### src/rtl/ps2_keyboard_decoder_pkg.sv
// Shared types and scan-code constants for the PS/2 keyboard decoder and
// the game-logic consumer.
package ps2_keyboard_decoder_pkg;

   typedef enum logic [2:0] {
      OP_W     = 3'b000,
      OP_A     = 3'b001,
      OP_S     = 3'b010,
      OP_D     = 3'b011,
      OP_SPACE = 3'b100,
      OP_Z     = 3'b101,
      OP_NONE  = 3'b110
   } op_e;

   typedef enum logic [1:0] {
      ST_IDLE,
      ST_BREAK,
      ST_EXT,
      ST_EXT_BREAK
   } dec_state_e;

   localparam logic [7:0] SC_BREAK = 8'hF0;
   localparam logic [7:0] SC_EXT   = 8'hE0;
   localparam logic [7:0] SC_W     = 8'h1D;
   localparam logic [7:0] SC_A     = 8'h1C;
   localparam logic [7:0] SC_S     = 8'h1B;
   localparam logic [7:0] SC_D     = 8'h23;
   localparam logic [7:0] SC_SPACE = 8'h29;
   localparam logic [7:0] SC_Z     = 8'h1A;

   // Set-2 make code to game operation; anything else maps to OP_NONE.
   function automatic op_e key_to_op(input logic [7:0] code);
      op_e op;
      case (code)
         SC_W:     op = OP_W;
         SC_A:     op = OP_A;
         SC_S:     op = OP_S;
         SC_D:     op = OP_D;
         SC_SPACE: op = OP_SPACE;
         SC_Z:     op = OP_Z;
         default:  op = OP_NONE;
      endcase
      return op;
   endfunction

endpackage

### src/rtl/ps2_keyboard_decoder_frame_receiver.sv
// PS/2 frame receiver: synchronizes the raw PS/2 lines, shifts in 11-bit
// frames on falling ps2_clock edges and reports good bytes or frame errors.
module ps2_frame_receiver #(
   parameter int TIMEOUT_CYCLES = 200000,
   parameter int LOG2_TIMEOUT   = 18
) (
   input  logic       clock,
   input  logic       reset,
   input  logic       ps2_clock,
   input  logic       ps2_data,
   output logic       byte_valid_o,
   output logic [7:0] byte_o,
   output logic       frame_error_o
);

   localparam logic [LOG2_TIMEOUT-1:0] TIMEOUT_LIM = LOG2_TIMEOUT'(TIMEOUT_CYCLES);

   logic [1:0]              clk_sync_q;
   logic [1:0]              dat_sync_q;
   logic                    clk_prev_q;
   logic [3:0]              bit_cnt_q, bit_cnt_d;
   logic [8:0]              shift_q, shift_d;
   logic [LOG2_TIMEOUT-1:0] to_cnt_q, to_cnt_d;
   logic                    valid_q, valid_d;
   logic [7:0]              byte_q, byte_d;
   logic                    err_q, err_d;
   logic                    fall;
   logic                    ps2_bit;
   logic                    timed_out;

   assign fall      = clk_prev_q & ~clk_sync_q[1];
   assign ps2_bit   = dat_sync_q[1];
   assign timed_out = (to_cnt_q == TIMEOUT_LIM) && (bit_cnt_q != 4'd0);

   // Two-flop synchronizers plus the previous-cycle copy for edge detection.
   always_ff @(posedge clock or negedge reset) begin
      if (!reset) begin
         clk_sync_q <= 2'b11;
         dat_sync_q <= 2'b11;
         clk_prev_q <= 1'b1;
      end else begin
         clk_sync_q <= {clk_sync_q[0], ps2_clock};
         dat_sync_q <= {dat_sync_q[0], ps2_data};
         clk_prev_q <= clk_sync_q[1];
      end
   end

   // Frame sequencing: start check, 9-bit shift (data + parity), stop/parity check, timeout.
   always_comb begin
      bit_cnt_d = bit_cnt_q;
      shift_d   = shift_q;
      byte_d    = byte_q;
      valid_d   = 1'b0;
      err_d     = 1'b0;
      to_cnt_d  = (to_cnt_q == TIMEOUT_LIM) ? to_cnt_q : to_cnt_q + 1'b1;
      if (fall) begin
         to_cnt_d = '0;
         if (bit_cnt_q == 4'd0) begin
            if (!ps2_bit) bit_cnt_d = 4'd1;
            else          err_d     = 1'b1;
         end else if (bit_cnt_q == 4'd10) begin
            bit_cnt_d = 4'd0;
            if (ps2_bit && (^shift_q)) begin
               valid_d = 1'b1;
               byte_d  = shift_q[7:0];
            end else begin
               err_d = 1'b1;
            end
         end else begin
            shift_d   = {ps2_bit, shift_q[8:1]};
            bit_cnt_d = bit_cnt_q + 4'd1;
         end
      end else if (timed_out) begin
         bit_cnt_d = 4'd0;
         err_d     = 1'b1;
      end
   end

   // Frame state registers.
   always_ff @(posedge clock or negedge reset) begin
      if (!reset) begin
         bit_cnt_q <= '0;
         shift_q   <= '0;
         to_cnt_q  <= '0;
         valid_q   <= 1'b0;
         byte_q    <= '0;
         err_q     <= 1'b0;
      end else begin
         bit_cnt_q <= bit_cnt_d;
         shift_q   <= shift_d;
         to_cnt_q  <= to_cnt_d;
         valid_q   <= valid_d;
         byte_q    <= byte_d;
         err_q     <= err_d;
      end
   end

   assign byte_valid_o  = valid_q;
   assign byte_o        = byte_q;
   assign frame_error_o = err_q;

endmodule

### src/rtl/ps2_keyboard_decoder.sv
// PS/2 keyboard decoder: turns set-2 scan codes into one-at-a-time game
// operations with a ready/read_fin handshake and a one-deep pending slot.
//
// state        | meaning
// ST_IDLE      | waiting for a make code or a prefix
// ST_BREAK     | F0 seen; next byte is a released key
// ST_EXT       | E0 seen; extended key, ignored
// ST_EXT_BREAK | E0 F0 seen; next byte is swallowed
module ps2_keyboard_decoder
   import ps2_keyboard_decoder_pkg::*;
#(
   parameter int TIMEOUT_CYCLES = 200000,
   parameter int LOG2_TIMEOUT   = 18,
   parameter int REPEAT_FILTER  = 1
) (
   input  logic       clock,
   input  logic       reset,
   input  logic       ps2_clock,
   input  logic       ps2_data,
   input  logic       keyboard_read_fin,
   output logic       keyboard_ready,
   output logic [2:0] keyboard_data,
   output logic [7:0] scancode_o_test,
   output logic       frame_error_o_test
);

   logic       byte_valid;
   logic [7:0] rx_byte;
   logic       frame_err;

   dec_state_e state_q, state_d;
   logic [7:0] held_q, held_d;
   logic       emit;
   op_e        emit_op;
   logic       ready_q, ready_d;
   op_e        data_q, data_d;
   logic       pend_vld_q, pend_vld_d;
   op_e        pend_op_q, pend_op_d;

   ps2_frame_receiver #(
      .TIMEOUT_CYCLES (TIMEOUT_CYCLES),
      .LOG2_TIMEOUT   (LOG2_TIMEOUT)
   ) u_rx (
      .clock         (clock),
      .reset         (reset),
      .ps2_clock     (ps2_clock),
      .ps2_data      (ps2_data),
      .byte_valid_o  (byte_valid),
      .byte_o        (rx_byte),
      .frame_error_o (frame_err)
   );

   // Decode state register.
   always_ff @(posedge clock or negedge reset) begin
      if (!reset) state_q <= ST_IDLE;
      else        state_q <= state_d;
   end

   // Prefix tracking; a bad frame drops any half-seen prefix.
   always_comb begin
      state_d = state_q;
      if (frame_err) begin
         state_d = ST_IDLE;
      end else if (byte_valid) begin
         case (state_q)
            ST_IDLE: begin
               if (rx_byte == SC_BREAK)     state_d = ST_BREAK;
               else if (rx_byte == SC_EXT)  state_d = ST_EXT;
            end
            ST_EXT:  state_d = (rx_byte == SC_BREAK) ? ST_EXT_BREAK : ST_IDLE;
            default: state_d = ST_IDLE;
         endcase
      end
   end

   // Emit decision and held-key bookkeeping for the repeat filter.
   always_comb begin
      emit    = 1'b0;
      emit_op = OP_NONE;
      held_d  = held_q;
      if (byte_valid && !frame_err) begin
         case (state_q)
            ST_IDLE: begin
               if (key_to_op(rx_byte) != OP_NONE) begin
                  if (!((REPEAT_FILTER != 0) && (rx_byte == held_q))) begin
                     emit    = 1'b1;
                     emit_op = key_to_op(rx_byte);
                  end
                  held_d = rx_byte;
               end
            end
            ST_BREAK: begin
               if (rx_byte == held_q) held_d = '0;
            end
            default: ;
         endcase
      end
   end

   // Handshake: acknowledge first, then promote pending, then place the new emit.
   always_comb begin
      ready_d    = ready_q;
      data_d     = data_q;
      pend_vld_d = pend_vld_q;
      pend_op_d  = pend_op_q;
      if (ready_q && keyboard_read_fin) begin
         ready_d = 1'b0;
         data_d  = OP_NONE;
      end
      if (pend_vld_q && !ready_d && !keyboard_read_fin) begin
         ready_d    = 1'b1;
         data_d     = pend_op_q;
         pend_vld_d = 1'b0;
      end
      if (emit) begin
         if (!ready_d && !pend_vld_d && !keyboard_read_fin) begin
            ready_d = 1'b1;
            data_d  = emit_op;
         end else if (!pend_vld_d) begin
            pend_vld_d = 1'b1;
            pend_op_d  = emit_op;
         end
      end
   end

   // Held key and handshake registers.
   always_ff @(posedge clock or negedge reset) begin
      if (!reset) begin
         held_q     <= '0;
         ready_q    <= 1'b0;
         data_q     <= OP_NONE;
         pend_vld_q <= 1'b0;
         pend_op_q  <= OP_NONE;
      end else begin
         held_q     <= held_d;
         ready_q    <= ready_d;
         data_q     <= data_d;
         pend_vld_q <= pend_vld_d;
         pend_op_q  <= pend_op_d;
      end
   end

   assign keyboard_ready     = ready_q;
   assign keyboard_data      = data_q;
   assign scancode_o_test    = rx_byte;
   assign frame_error_o_test = frame_err;

endmodule
### config.mk
export PLATFORM = sky130hd
export DESIGN_NAME = ps2_keyboard_decoder
export DESIGN_NICKNAME = d
export VERILOG_FILES = /design/src/rtl/ps2_keyboard_decoder_pkg.sv /design/src/rtl/ps2_keyboard_decoder_frame_receiver.sv /design/src/rtl/ps2_keyboard_decoder.sv
export SDC_FILE = /design/constraint.sdc
export NUM_CORES = 1
export LEC_CHECK = 0
export ABC_AREA = 1
export BUFFER_PORTS_ARGS = -buffer_cell sky130_fd_sc_hd__buf_2
export CORE_MARGIN = 2
export CORE_UTILIZATION = 40
export DETAILED_ROUTE_END_ITERATION = 10
export GPL_ROUTABILITY_DRIVEN = 1
export PLACE_DENSITY = 0.66
export SYNTH_ARGS = -nofsm -noshare
export SYNTH_HDL_FRONTEND = slang
export SYNTH_HIERARCHICAL = 1
export SYNTH_SLANG_ARGS = --single-unit
### constraint.sdc
create_clock -name clock -period 2.1 [get_ports clock]
set_input_delay 0.525 -clock clock [delete_from_list [all_inputs] [get_ports clock]]
set_output_delay 0.525 -clock clock [all_outputs]
set_load 0.05 [all_outputs]
## Word level (Yosys, flattened, before mapping)

Index checks and enable logic that the tools add are counted.

| operators by class | value |
|---|---|
| $add $sub $neg | 2 |
| equality and inequality tests | 19 |
| multiplexer cells | 48 |
| bitwise logic cells | 6 |
| reductions and logical operators | 26 |

Operators with widths:

| kind | count |
|---|---|
| 2-to-1 mux 18 bit | 2 |
| equality test 8 x 5 -> 1 bit (second input constant) | 4 |
| 2-to-1 mux 3 bit | 10 |
| 2-to-1 mux 1 bit | 21 |
| 2-to-1 mux 4 bit | 5 |
| adder 18 x 1 -> 18 bit (second input constant) | 1 |
| equality test 18 bit (second input constant) | 1 |
| case mux 3 bit (6 select lines) | 1 |
| equality test 8 x 6 -> 1 bit (second input constant) | 2 |
| equality test 8 bit (second input constant) | 2 |
| 2-to-1 mux 8 bit | 2 |
| case mux 8 bit (2 select lines) | 1 |
| 2-to-1 mux 2 bit | 5 |
| parity 9 bit | 1 |
| equality test 8 bit | 1 |
| logical AND 1 bit | 8 |
| AND reduction 4 bit | 2 |
| != test 3 bit (second input constant) | 2 |
| AND reduction 3 bit | 2 |
| nonzero test 2 bit | 3 |
| logical NOT 1 bit | 5 |
| inverter 1 bit | 5 |
| adder 4 x 1 -> 4 bit (second input constant) | 1 |
| equality test 4 bit (second input constant) | 1 |
| other kinds (11) | 13 |

| word-level totals | value |
|---|---|
| bits in registers | 64 |
| bits of input ports | 5 |
| output and inout bits | 13 |
| word-level logic and storage cells | 116 |

## Logic depth before layout (Yosys ltp)

| logic depth | value |
|---|---|
| depth in word-level cells | 11 |
| gate-level depth with buffers | 12 |
| gate-level depth less buffers | 12 |

## Cells and area by module

The synthesis kept the hierarchy.

Modules (own cells, without submodules):

| module | instances | cells an instance | area each (µm²) | sequential area each (µm²) |
|---|---|---|---|---|
| ps2_frame_receiver | 1 | 295 | 2,391.0 | 1,157.4 |
| ps2_keyboard_decoder | 1 | 190 | 1,320.0 | 455.4 |

## Least setup slack after synthesis

No wires, ideal clock.

| timing path | value |
|---|---|
| kind | register to register |
| start point | reg u_rx.byte_q[3] (netlist: u_rx/byte_o[3]) |
| end point | reg held_q[0] |
| setup time | 0.117 ns |
| arrival | 1.575 ns |
| data required time | 1.983 ns |
| setup slack | 0.408 ns |
| stages on the path, launching flop included | 10 |
| buffers on the path | 0 |
| period minus slack after synthesis | 1.692 ns |
| path through | dfrtp_1 > inv_2 > nand2_1 > nand2_1 > nor2_2 > nand2_2 > o21ai_4 > nand3_4 > nand2_1 > nand2_1 |

| on the way | value |
|---|---|
| cells in the longest elaborated chain, start to end | 7 |
| elaborated cells on any way between the ends | 14 |
| classes of those cells | eq/ne (10); mux (3); reduce/logical (1) |

RTL lines:

| item | RTL line | RTL |
|---|---|---|
| from (decl) | ps2_keyboard_decoder_frame_receiver.sv:25 | `logic [7:0] byte_q, byte_d;` |
| from (signal assigned) | ps2_keyboard_decoder_frame_receiver.sv:93 | `byte_q <= byte_d;` |
| equality test 8 x 5 -> 1 bit or equality test 8 x 6 -> 1 bit (tied branches) | ps2_keyboard_decoder_pkg.sv:34 | `case (code)` |
| case mux 3 bit (6 select lines) | ps2_keyboard_decoder_pkg.sv:34 |  |
| 2-to-1 mux 3 bit | ps2_keyboard_decoder.sv:82 | `case (state_q)` |
| 2-to-1 mux 3 bit | ps2_keyboard_decoder.sv:81 | `if (byte_valid && !frame_err) begin` |
| != test 3 bit | ps2_keyboard_decoder.sv:84 | `if (key_to_op(rx_byte) != OP_NONE) begin` |
| != test 2 bit (no line) | - |  |
| AND reduction 4 bit (no line) (*) | - |  |
| to (signal assigned) | ps2_keyboard_decoder.sv:135 | `held_q <= held_d;` |
| to (decl) | ps2_keyboard_decoder.sv:32 | `logic [7:0] held_q, held_d;` |

Every way passes the cells marked *; elsewhere a longest branch is shown, timed or not. The select of a mux whose other input is x is not followed.
A chain may end at the register's enable or synchronous reset.

## Worst setup path after layout

| timing path | value |
|---|---|
| start point | reg u_rx.bit_cnt_q[0] |
| end point | reg u_rx.bit_cnt_q[3] |

| on the way | value |
|---|---|
| cells in the longest elaborated chain, start to end | 4 |
| elaborated cells on any way between the ends | 11 |
| classes of those cells | add/sub (1); eq/ne (2); mux (3); reduce/logical (5) |

RTL lines:

| item | RTL line | RTL |
|---|---|---|
| from (decl) | ps2_keyboard_decoder_frame_receiver.sv:21 | `logic [3:0] bit_cnt_q, bit_cnt_d;` |
| from (signal assigned) | ps2_keyboard_decoder_frame_receiver.sv:89 | `bit_cnt_q <= bit_cnt_d;` |
| adder 4 x 1 -> 4 bit, or another cell as far along | ps2_keyboard_decoder_frame_receiver.sv:71 | `bit_cnt_d = bit_cnt_q + 4'd1;` |
| 2-to-1 mux 4 bit or logical AND 1 bit (tied branches) | ps2_keyboard_decoder_frame_receiver.sv:61, ps2_keyboard_decoder_frame_receiver.sv:33 |  |
| 2-to-1 mux 4 bit or nonzero test 2 bit (tied branches) | - |  |
| 2-to-1 mux 4 bit or AND reduction 2 bit (tied branches) | - |  |

Several ways; a longest one is shown, not always the timed one.

==> flow_metrics.env <==
export IMPL_clk_pin_slew_worst_paths_ns=0.07
export IMPL_final_setup_skew_ns=0.009970
export IMPL_pre_cts_ws_ns=0.4450
export IMPL_n_antenna_cell=0
export IMPL_dr_max_layer_used="met4"
export IMPL_setup_violations=0
export IMPL_worstSkewPairLatency_ns=0.34
export IMPL_viasPerCell=4.947
export IMPL_rows=35
export IMPL_start_util_pct=40.74
export IMPL_cts_buffer_depth=2
export IMPL_clock_sinks=64
export IMPL_slowest_delay_ns=0.38
export IMPL_slew_headroom_pct=68.77
export IMPL_cp_max_fo=6
export IMPL_cts_root_buffer="clkbuf_8"
export IMPL_initialDrtViolationCount=145
export IMPL_synth_edf_count=0
export IMPL_cp_required_ns=2.34
export IMPL_seqCellArea_um2=1613
export IMPL_synth_top_cell_area_share_pct=37.09
export IMPL_worst_pin_slew_ns=0.4680
export IMPL_grt_first_pass_wirelength_um=13160
export IMPL_fmax_mhz=593.8
export IMPL_post_route_period_util_pct=80.20
export IMPL_synth_top_family_by_area="simple AND/OR/NAND/NOR gates"
export IMPL_synth_area_mux_share_pct=0
export IMPL_ir_drop_mv=0.3067
export IMPL_synth_area_leaders="dfrtp_1 37%, nand2_1 15%, dfstp_2 6.4%, inv_1 5.5%, nor2_1 5.0%"
export IMPL_ys_warn_count=6
export IMPL_vias=3107
export IMPL_io_pins=18
export IMPL_critPathSlowestCell="dfrtp_1"
export IMPL_synth_compound_area_share_pct=7.384
export IMPL_ys_ff_latch=64
export IMPL_reg2reg_depth=6
export IMPL_grt_start_max_net_pins=65
export IMPL_first_global_vias=3031
export IMPL_syn_avg_cell_area_um2=7.652
export IMPL_drt_pass1_iter_count=4
export IMPL_hp_class="in -> async"
export IMPL_cts_tree="yes"
export IMPL_synth_most_common_cell="nand2_1"
export IMPL_synthXorXnorAreaFrac_pct=1.180
export IMPL_slew_viol_final=0
export IMPL_die_area_um2=10060
export IMPL_finalWorstPathRequiredPeriod_ns=1.684
export IMPL_status="complete, no violations"
export IMPL_die_y_um=100.3
export IMPL_final_net_count=522
export IMPL_yosys_area_share_adder_pct=1.686
export IMPL_cts_repair_resized=0
export IMPL_route_detailed_drc=0
export IMPL_htree_levels=3
export IMPL_ys_async_sr_fraction_pct=100.0
export IMPL_synthTopCellsByCount="147 x nand2_1, 55 x dfrtp_1, 54 x inv_1, 49 x nor2_1, 23 x nand4_1"
export IMPL_cts_hold_buf=0
export IMPL_rsz0062_at_grt="false"
export IMPL_end_kind="flip-flop"
export IMPL_path_cells="inv_1, ha_1, nand3_1, o21ai_0, nand2_1, o21ai_0"
export IMPL_dpl_hpwl_um=5442
export IMPL_ys_types=37
export IMPL_cp_data_arrival_time_ns=1.93
export IMPL_powerDensity_nw_per_um2=813.4
export IMPL_post_synth_inst_count=485
export IMPL_syn_cell_area_um2=3711
export IMPL_synth_largest_area_cell="dfrtp_1"
export IMPL_coreArea_um2=9109
export IMPL_drt_met1_wl_um=3488
export IMPL_syn_nets=495
export IMPL_hold_viol=0
export IMPL_wl_per_cell_um=11.65
export IMPL_gr_total_overflow=0
export IMPL_multiInputGateArea_um2=1822
export IMPL_routed_wl_met2_um=3471
export IMPL_wl_met3_um=270
export IMPL_fin_util_pct=45.41
export IMPL_io_buffers=17
export IMPL_antenna_left=0
export IMPL_worstSetupStartpointType="flip-flop"
export IMPL_n_fill_cell=927
export IMPL_criticalPathCategory="reg -> reg"
export IMPL_maxCapViolations=0
export IMPL_crit_top_cell="o21ai_0"
export IMPL_layout_drive_gt1_share_pct=19.54
export IMPL_syn_to_final_growth_pct=11.46
export IMPL_yosysSeqAreaShare_pct=43.46
export IMPL_die_w_um=100.3
export IMPL_synthSimpleGateAreaFrac_pct=38.84
export IMPL_numCtsBuffers=9
export IMPL_grt_usage_pct=16.23
export IMPL_synth_flop_cell="dfrtp_1"
export IMPL_finalWorstSetupSlack_ns=0.4159
export IMPL_wl_um=7314
export IMPL_antenna_found_initial=0
export IMPL_postCtsSetupRepairBufs=0
export IMPL_p_leak_nw=2.022
export IMPL_place_congestion=0.8395
export IMPL_setup_tns_ns=0
kinds of logic after synthesis:
kind of cell	count (synthesis)
AND/OR/NAND/NOR	288
buffers and inverters	73
flip-flops	64
AO/OA/AOI/OAI	50
XOR/XNOR	5
adder cells (fa/ha/maj)	5
critical path: cells and delay by family (launching register included):
family          cells  cell delay (ns)
compound gates      2             0.53
flops               1             0.38
simple gates        2             0.36
buf+inv             1             0.15
fa+ha+maj           1             0.17
path summary, 6_finish.rpt:
path	start	slack (ns)	endpoint
setup / recovery	u_rx/bit_cnt_q[0]	0.42	u_rx/bit_cnt_q[3]
hold / removal	reset	0.19	held_q[7]
setup reg to reg	u_rx/bit_cnt_q[0]	0.42	u_rx/bit_cnt_q[3]
hold reg to reg	u_rx/clk_sync_q[0]	0.36	u_rx/clk_sync_q[1]
max in group asynchronous	reset	1.58	u_rx/clk_sync_q[0]
min in group clock	ps2_data	0.28	u_rx/dat_sync_q[0]
layout make-up:
class | instances | area share [%]
multi-input combinational | 348 | 44.04
clock buffer | 12 | 3.751
inverter | 69 | 6.261
clock inverter | 4 | 0.6957
timing repair buffer | 20 | 2.904
tap | 111 | 3.358
sequential | 64 | 38.99
sequential cells by signal, summed over array words and instances (netlist names), 2 cells and up:
register and count:
u_rx/dat_sync_q 2, u_rx/to_cnt_q 18, held_q 8, u_rx/shift_q 9, u_rx/clk_sync_q 2, u_rx/byte_o 8
state_q 2, keyboard_data 3, u_rx/bit_cnt_q 4, pend_op_q 3
layer usage:
layer,vias to the layer above,track usage (%)
met1,1444,19.90
met2,50,27.41
li1,1604,-
met4,0,5.058
met3,9,4.944
met5,-,0
report_power, final:
| group | switching, mW | internal [mW] |
|---|---|---|
| Clock | 0.468 | 0.493 |
| Sequential | 0.161 | 1.37 |
| Combinational | 0.588 | 0.286 |
| Total | 1.22 | 2.15 |
cell usage in the layout, fill, tap and decap left out, types with 2 or more instances in the layout:
cell type / instances
a21oi_1: 13
buf_2: 17
buf_4: 2
clkbuf_8: 11
clkinvlp_4: 2
dfrtp_1: 55
dfstp_2: 9
ha_1: 5
inv_1: 54
inv_2: 15
nand2_1: 147
nand2_2: 8
nand2_4: 2
nand3_1: 19
nand3_2: 4
nand3_4: 4
nand4_1: 23
nor2_1: 49
nor2_2: 9
nor2_4: 7
nor3_1: 4
nor3_2: 2
nor4_1: 2
o21ai_0: 13
o21ai_1: 19
xor2_1: 5
stage by stage:
stage               cells  power [mW]  hold WS (ns)  area, um2
finish                628       3.365        0.1868       4136
global route          628       3.618        0.1980       4136
CTS                   628       3.426        0.1941       4136
detailed placement    612       2.438        0.3485       3953
global placement      612       2.406        0.3491       3953
floorplan             485       2.219        0.2294       3711
Power figures use the tool's default switching activity.
